`src/rtl/cpu_pkg.sv`:
```
// Shared pipeline types for the EX/MEM -> MEM/WB boundary and the memory-access FSM.
// The misalignment helper is kept here so every stage judges word alignment identically.
package cpu_pkg;

  typedef struct packed {
    logic [31:0] ALU_result;
    logic [31:0] write_data;
    logic [4:0]  rd;
  } ex_mem_data_t;

  typedef struct packed {
    logic MEM_read;
    logic MEM_write;
    logic WB_reg_write;
    logic WB_mem_to_reg;
  } ex_mem_control_t;

  typedef struct packed {
    logic [31:0] read_data;
    logic [31:0] ALU_result;
    logic [4:0]  rd;
  } mem_wb_data_t;

  typedef struct packed {
    logic WB_reg_write;
    logic WB_mem_to_reg;
  } mem_wb_control_t;

  typedef enum logic [1:0] {
    IDLE,
    ACCESS,
    RESP
  } mau_state_t;

  localparam int TIMEOUT_CNT_W = 8;

  function automatic logic is_misaligned(input logic [31:0] addr);
    return addr[1:0] != 2'b00;
  endfunction

endpackage

```
`src/rtl/mem_timeout_counter.sv`:
```
// Saturating wait counter for an outstanding data-memory request; expire is combinational and
// flags the cycle whose unacknowledged edge would bring the count up to LIMIT.
module mem_timeout_counter
  import cpu_pkg::*;
#(
  parameter int LIMIT = 16
) (
  input  logic clock,
  input  logic reset,
  input  logic clear,
  input  logic enable,
  output logic expire
);

  localparam logic [TIMEOUT_CNT_W-1:0] CNT_MAX  = TIMEOUT_CNT_W'(LIMIT);
  localparam logic [TIMEOUT_CNT_W-1:0] CNT_LAST = TIMEOUT_CNT_W'(LIMIT - 1);

  logic [TIMEOUT_CNT_W-1:0] count_d, count_q;

  always_comb begin
    count_d = count_q;
    if (clear) begin
      count_d = '0;
    end else if (enable && (count_q != CNT_MAX)) begin
      count_d = count_q + 1'b1;
    end
  end

  assign expire = enable && !clear && (count_q == CNT_LAST);

  always_ff @(posedge clock or posedge reset) begin
    if (reset) begin
      count_q <= '0;
    end else begin
      count_q <= count_d;
    end
  end

endmodule

```
`src/rtl/mem_access_unit.sv`:
```
// MEM stage: ALU results pass through combinationally; aligned loads/stores stall the pipe,
// run one bus request (N cycles to ack, or timeout), then emit one RESP cycle into MEM_WB.
module mem_access_unit
  import cpu_pkg::*;
#(
  parameter int TIMEOUT_CYCLES = 16
) (
  input  logic            clock,
  input  logic            reset,
  input  logic            in_valid,
  input  ex_mem_data_t    data_in,
  input  ex_mem_control_t control_in,
  output mem_wb_data_t    data_out,
  output mem_wb_control_t control_out,
  output logic            stall,
  output logic            mem_req,
  output logic            mem_we,
  output logic [31:0]     mem_addr,
  output logic [31:0]     mem_wdata,
  input  logic            mem_ack,
  input  logic [31:0]     mem_rdata,
  output logic            mem_fault
);

  mau_state_t      state_d, state_q;
  logic            mem_req_d, mem_req_q;
  logic            mem_we_d, mem_we_q;
  logic [31:0]     mem_addr_d, mem_addr_q;
  logic [31:0]     mem_wdata_d, mem_wdata_q;
  logic            mem_fault_d, mem_fault_q;
  logic [4:0]      rd_d, rd_q;
  logic [31:0]     rdata_d, rdata_q;
  logic            is_load_d, is_load_q;
  mem_wb_control_t ctrl_d, ctrl_q;

  logic is_mem, misaligned, accept, misalign_fault, timeout_expire;

  assign is_mem         = control_in.MEM_read | control_in.MEM_write;
  assign misaligned     = is_misaligned(data_in.ALU_result);
  assign accept         = (state_q == IDLE) && in_valid && is_mem && !misaligned;
  assign misalign_fault = (state_q == IDLE) && in_valid && is_mem && misaligned;

  mem_timeout_counter #(
    .LIMIT (TIMEOUT_CYCLES)
  ) u_timeout (
    .clock  (clock),
    .reset  (reset),
    .clear  (accept),
    .enable ((state_q == ACCESS) && !mem_ack),
    .expire (timeout_expire)
  );

  always_comb begin
    state_d     = state_q;
    mem_req_d   = mem_req_q;
    mem_we_d    = mem_we_q;
    mem_addr_d  = mem_addr_q;
    mem_wdata_d = mem_wdata_q;
    mem_fault_d = 1'b0;
    rd_d        = rd_q;
    rdata_d     = rdata_q;
    is_load_d   = is_load_q;
    ctrl_d      = ctrl_q;

    data_out    = '{read_data: '0, ALU_result: data_in.ALU_result, rd: data_in.rd};
    control_out = '0;
    stall       = 1'b0;

    unique case (state_q)
      IDLE: begin
        if (accept) begin
          stall       = 1'b1;
          state_d     = ACCESS;
          mem_req_d   = 1'b1;
          mem_we_d    = control_in.MEM_write;
          mem_addr_d  = data_in.ALU_result;
          mem_wdata_d = control_in.MEM_write ? data_in.write_data : 32'h0;
          rd_d        = data_in.rd;
          rdata_d     = '0;
          is_load_d   = !control_in.MEM_write;
          ctrl_d      = '{WB_reg_write: control_in.WB_reg_write,
                          WB_mem_to_reg: control_in.WB_mem_to_reg};
        end else if (in_valid) begin
          // Misaligned accesses flow on as harmless no-write instructions.
          control_out.WB_reg_write  = control_in.WB_reg_write && !misalign_fault;
          control_out.WB_mem_to_reg = control_in.WB_mem_to_reg;
        end
      end
      ACCESS: begin
        stall = 1'b1;
        if (mem_ack) begin
          if (is_load_q) begin
            rdata_d = mem_rdata;
          end
          mem_req_d = 1'b0;
          state_d   = RESP;
        end else if (timeout_expire) begin
          mem_req_d           = 1'b0;
          mem_fault_d         = 1'b1;
          ctrl_d.WB_reg_write = 1'b0;
          state_d             = RESP;
        end
      end
      RESP: begin
        data_out    = '{read_data: rdata_q, ALU_result: mem_addr_q, rd: rd_q};
        control_out = ctrl_q;
        state_d     = IDLE;
      end
      default: state_d = IDLE;
    endcase

    // Reset must release the upstream freeze immediately, not at the next edge.
    if (reset) begin
      stall = 1'b0;
    end
  end

  assign mem_req   = mem_req_q;
  assign mem_we    = mem_we_q;
  assign mem_addr  = mem_addr_q;
  assign mem_wdata = mem_wdata_q;
  assign mem_fault = mem_fault_q | (misalign_fault & ~reset);

  always_ff @(posedge clock or posedge reset) begin
    if (reset) begin
      state_q     <= IDLE;
      mem_req_q   <= 1'b0;
      mem_we_q    <= 1'b0;
      mem_addr_q  <= '0;
      mem_wdata_q <= '0;
      mem_fault_q <= 1'b0;
      rd_q        <= '0;
      rdata_q     <= '0;
      is_load_q   <= 1'b0;
      ctrl_q      <= '0;
    end else begin
      state_q     <= state_d;
      mem_req_q   <= mem_req_d;
      mem_we_q    <= mem_we_d;
      mem_addr_q  <= mem_addr_d;
      mem_wdata_q <= mem_wdata_d;
      mem_fault_q <= mem_fault_d;
      rd_q        <= rd_d;
      rdata_q     <= rdata_d;
      is_load_q   <= is_load_d;
      ctrl_q      <= ctrl_d;
    end
  end

endmodule

```
`config.mk`:
```
export PLATFORM = sky130hd
export DESIGN_NAME = mem_access_unit
export DESIGN_NICKNAME = d
export VERILOG_FILES = /design/src/rtl/cpu_pkg.sv /design/src/rtl/mem_timeout_counter.sv /design/src/rtl/mem_access_unit.sv
export SDC_FILE = /design/constraint.sdc
export NUM_CORES = 1
export LEC_CHECK = 0
export ABC_CLOCK_PERIOD_IN_PS = 4300
export BUFFER_PORTS_ARGS = -buffer_cell sky130_fd_sc_hd__buf_2
export CAP_MARGIN = 10
export CORE_UTILIZATION = 47
export DETAILED_ROUTE_END_ITERATION = 8
export PLACE_DENSITY = 0.81
export SLEW_MARGIN = 20
export SYNTH_ARGS = -nofsm -noshare
export SYNTH_HDL_FRONTEND = slang
export SYNTH_SLANG_ARGS = --single-unit
```
`constraint.sdc`:
```
create_clock -name clock -period 4.3 [get_ports clock]
set_input_delay 0.645 -clock clock [delete_from_list [all_inputs] [get_ports clock]]
set_output_delay 0.645 -clock clock [all_outputs]
set_load 0.01 [all_outputs]
```
Yosys cells after proc, flatten, opt, wreduce, memory -nomap -nowiden

Cells that the tools add are included.

Mux-type cells: 28
Reduce and logical (&&, ||, !) cells: 23
Bitwise operators: 4
Eq/ne operators: 10
Add/sub/neg operators: 1

Operators with widths:

| cell                | number |
|---|---|
| $mux 32             | 4 |
| $mux 69             | 1 |
| $pmux 32 s2         | 1 |
| $mux 8              | 2 |
| $mux 2              | 6 |
| $logic_and 1x1->1   | 9 |
| $mux 1              | 9 |
| $add 8x1->8 const B | 1 |
| $eq 8x4->1 const B  | 1 |
| $ne 2x2->1 const B  | 4 |
| $ne 8x5->1 const B  | 1 |
| $pmux 2 s2          | 2 |
| $reduce_and 4->1    | 2 |
| $pmux 1 s2          | 3 |
| $reduce_bool 2->1   | 3 |
| $logic_not 1->1     | 5 |
| $reduce_and 2->1    | 2 |
| $ne 3x3->1 const B  | 1 |
| $reduce_and 3->1    | 1 |
| $eq 2x1->1 const B  | 1 |
| $eq 2x2->1 const B  | 1 |
| $logic_not 2->1     | 1 |
| $ne 2x1->1 const B  | 1 |
| $or 1x1->1          | 2 |
| 2 further kinds     | 2 |

Bits of input ports: 109
Register bits after elaboration: 117
Logic and storage cells: 78
Output and inout bits: 139

Logic depth before layout (Yosys ltp)

Word-level depth: 10
Depth in mapped cells: 7
Depth with buffers taken out: 5

By module

From an unflattened synthesis, not the netlist that was laid out.

Cell total of the unflattened synthesis: 493
Area total of the unflattened synthesis: 5542.8 sq um

Modules (own cells, without submodules):

| module              | instances | cells each | sequential area each (sq um) | area an instance (sq um) |
|---|---|---|---|---|
| mem_access_unit     | 1         | 444        | 2727.6                       | 5084.9 |
| mem_timeout_counter | 1         | 49         | 200.2                        | 457.9 |

Worst setup path after synthesis

OpenSTA, ideal clock, no wires.

Kind: input to output
Start point: input reset
End point: output mem_fault
Arrival time: 3546 ps
Data required time: 3655 ps
Slack: 109 ps
Path buffers: 0
Cell stages on the path: 2
Path through: inv_1 -> a41o_1

Word-level cells in the longest chain between the ends: 3

RTL lines:

| item        | RTL line               | RTL |
|---|---|---|
| from (decl) | mem_access_unit.sv:9   | `input logic reset,` |
| $not 1->1   | mem_access_unit.sv:122 | `assign mem_fault = mem_fault_q \| (misalign_fault & ~reset);` |
| $and 1x1->1 | mem_access_unit.sv:122 |  |
| $or 1x1->1  | mem_access_unit.sv:122 |  |
| to (decl)   | mem_access_unit.sv:22  | `output logic mem_fault` |

Every way passes these cells.

==> results.py <==
metrics = {
    "placed_design": {
        "place.port_buffers": 247,
        "hpwl_um": 9690,
        "post-place-cells": 890,
        "place.gp.congestion": 0.757,
    },
    "global_routing": {
        "gr-usage-met3": 0.0699,
        "met2_usage": 0.410,
        "grt_remaining_overflow": 0,
        "grt_busiest_layer": "met2",
        "grt_pass1_wl_um": 21300,
        "grt_use_total": 0.236,
        "grt_max_degree": 78,
        "grt_pass1_vias": 4448,
        "gr-usage-met1": 0.276,
        "antenna_found_initial": 0,
    },
    "logic_synthesis": {
        "muxShareOfSynthArea": 0.0783,
        "synth_top_area_frac": 0.550,
        "synth-async-reset-ratio": 1.00,
        "avgSynthCellArea_um2": 9.93,
        "synth_top_family_by_area": "simple AND/OR/NAND/NOR gates",
        "synth_area_leaders": "dfrtp_1, nand2_1, mux2_1, a22o_1, and2_1",
        "synth_fp_nets": 647,
        "synth-adder-area-share": 0.00470,
        "synth_cell_type_count": 38,
        "syn_area_um2": 5320,
        "ys.flop_type": "dfrtp_1",
        "synth-edff-count": 0,
        "synth_area_leader_cell": "dfrtp_1",
        "yosysWarnings": 0,
        "ys_seq_elements": 117,
        "synth_compound_area_frac": 0.0811,
        "syn_inst": 536,
        "yosys.area_share.simple": 0.240,
        "synth_xor_area_frac": 0.00494,
        "seq_area_frac_synth": 0.550,
    },
    "clock_tree": {
        "cts_tree": "done",
        "postCtsSetupRepairBufs": 0,
        "htree_levels": 4,
        "clk_pin_slew_ns": 0.05,
        "cts_buffers": 17,
        "cts-resized-gates": 0,
        "cts.hold.buffers_added": 0,
        "clockBufferDepth": 2,
        "clock-sinks": 117,
        "clock_latency_ns": 0.41,
        "cts_root_buf": "clkbuf_16",
    },
    "worst_setup_path": {
        "crit_type": "flip-flop to output port",
        "crit_start": "state_q[1]$_DFFE_PP0P_",
        "reg2reg_slack_ns": 1.85,
        "worstSetupStartpointType": "flip-flop",
        "cp.required_ns": 3.65,
        "r2r_cells": 4,
        "path_max_fanout": 38,
        "critPathArrivalTime_ns": 2.53,
        "r2r_start": "state_q[1]$_DFFE_PP0P_",
        "r2r_end": "rdata_q[19]$_DFFE_PP0P_",
        "cp-end-kind": "output port",
    },
    "timing": {
        "finalSetupTns_ns": 0,
        "worst_pin_slew_ns": 1.03,
        "slew_headroom": 0.312,
        "setup_viol": 0,
        "slew_viol_final": 0,
        "max_freq_ghz": 0.315,
        "period_minus_slack_ns": 3.17,
        "fin_skew_ns": 0.0143,
        "hold_viol": 0,
        "finalCritPeriodShare": 0.738,
        "rsz0062_at_grt": "false",
    },
    "cells_and_area": {
        "fin_util": 0.669,
        "nNetsFinal": 880,
        "area.growth.synth_to_final_pct": 37.5,
        "drive_gt1_frac": 0.377,
        "fin_cells": 923,
    },
    "floorplanning": {
        "die_w_um": 108,
        "ios": 248,
        "initial_core_util": 0.487,
        "rows": 38,
        "fp.dieArea_um2": 11800,
        "die_h_um": 108,
        "coreArea_um2": 10900,
    },
    "flow_run": {
        "cap_violations": 0,
    },
    "power_and_ir_drop": {
        "p_per_area_nw_per_um2": 517,
        "p_seq_frac": 0.385,
        "peakVddDrop_uv": 277,
        "p_comb_frac": 0.166,
        "swShare": 0.254,
        "power.net_switching_uw": 961,
        "power.share.clock": 0.448,
        "p_int_mw": 2.82,
        "leakagePower_nw": 4.12,
    },
    "routing": {
        "wl_per_cell_um": 14.7,
        "ant_nets": 0,
        "vias": 4682,
        "routed_wirelength_um": 13600,
        "first_iter_violations": 312,
        "viasPerCell": 5.07,
        "remaining_drc_errors": 0,
        "drtPass1Iterations": 4,
    },
    "run_status": {
        "status": "finished clean",
    },
    "hold_path": {
        "hp-class": "primary input to async pin",
    },
}
[per-layer routing]
metal,part of all wire,vias up,wire [um]
met5,0,-,0
met3,0.067,20,915
met2,0.51,182,6970
met1,0.41,2232,5540
met4,0.014,0,191
li1,-,2248,-
[layout by cell type (no fill, tap or decap), drive strengths merged, types with 3 or more instances in the layout]
master and instances:
a22o 32, and2 36, buf 252, bufinv 7, clkbuf 24, dfrtp 117, inv 5, mux2 37
nand2 182, nand3 39, nor2 12, nor3 3, o21a 3, o21ai 7, xor2 3
[cell usage after synthesis, drive strengths merged, types with 4 or more instances]
master	number
nand2	182
dfrtp	117
nand3	39
mux2	37
and2	36
buf	34
a22o	32
nor2	12
o21ai	7
inv	5
clkbuf	4
[registers in the layout, summed over array words and instances (netlist names)]
signal and flops:
mem_we 1, u_timeout.count_q 8, rd_q 5, mem_fault_q 1
mem_addr 32, is_load_q 1, rdata_q 32, mem_wdata 32
ctrl_q 2, mem_req 1, state_q 2
[area by class of cell]
class | instances | area [um^2]
Fill cell | 868 | 3620
Sequential cell | 117 | 2930
Multi-Input combinational cell | 376 | 2190
Timing Repair Buffer | 252 | 1290
Clock buffer | 24 | 502
Clock inverter | 8 | 215
Tap cell | 140 | 175
Inverter | 5 | 21.3
Antenna cell | 1 | 2.50
[power by group through the flow]
stage	Sequential, mW	Combinational (mW)	Clock (mW)
2_1_floorplan	1.50	0.303	0
3_3_place_gp	1.46	0.612	0
3_5_place_dp	1.47	0.638	0
4_1_cts	1.46	0.640	1.71
5_1_grt	1.48	0.705	1.77
6_report	1.46	0.629	1.70
[worst max-delay path, stage by stage, from the launching register on]
cell,delay (ns)
dfrtp_1,0.63
nor2b_4,0.70
buf_12,0.29
mux2_1,0.35
buf_2,0.14
[worst max path at each step]
stage	slack [ns]	end	depth (start not counted)
after floorplan	0.11	mem_fault	2
final	1.13	data_out[33]	4
after detailed placement	1.15	control_out[0]	6
after global placement	1.24	control_out[0]	6
after CTS	1.07	data_out[12]	4
after global routing	0.93	control_out[0]	6
[metrics by stage]
step / instance area [um^2] / setup WS [ns] / power (mW) / hold slack (ns)
CTS: 7310 / 1.07 / 3.81 / 0.305
global route: 7320 / 0.931 / 3.96 / 0.337
global placement: 6600 / 1.24 / 2.07 / 0.446
detailed placement: 6600 / 1.15 / 2.11 / 0.450
finish: 7320 / 1.13 / 3.78 / 0.291
floorplan: 5320 / 0.109 / 1.80 / 0.442
[cell families (layout without fill, tap and decap cells)]
| kind of cell | after synthesis | count (layout) |
|---|---|---|
| simple gates | 284 | 284 |
| flops | 117 | 117 |
| compound gates | 50 | 50 |
| buf+inv | 43 | 289 |
| mux | 37 | 37 |
| xor+xnor | 3 | 3 |
| fa+ha+maj | 2 | 2 |
| other cells | 0 | 1 |
Note: power is estimated with default switching activity, not from simulation.
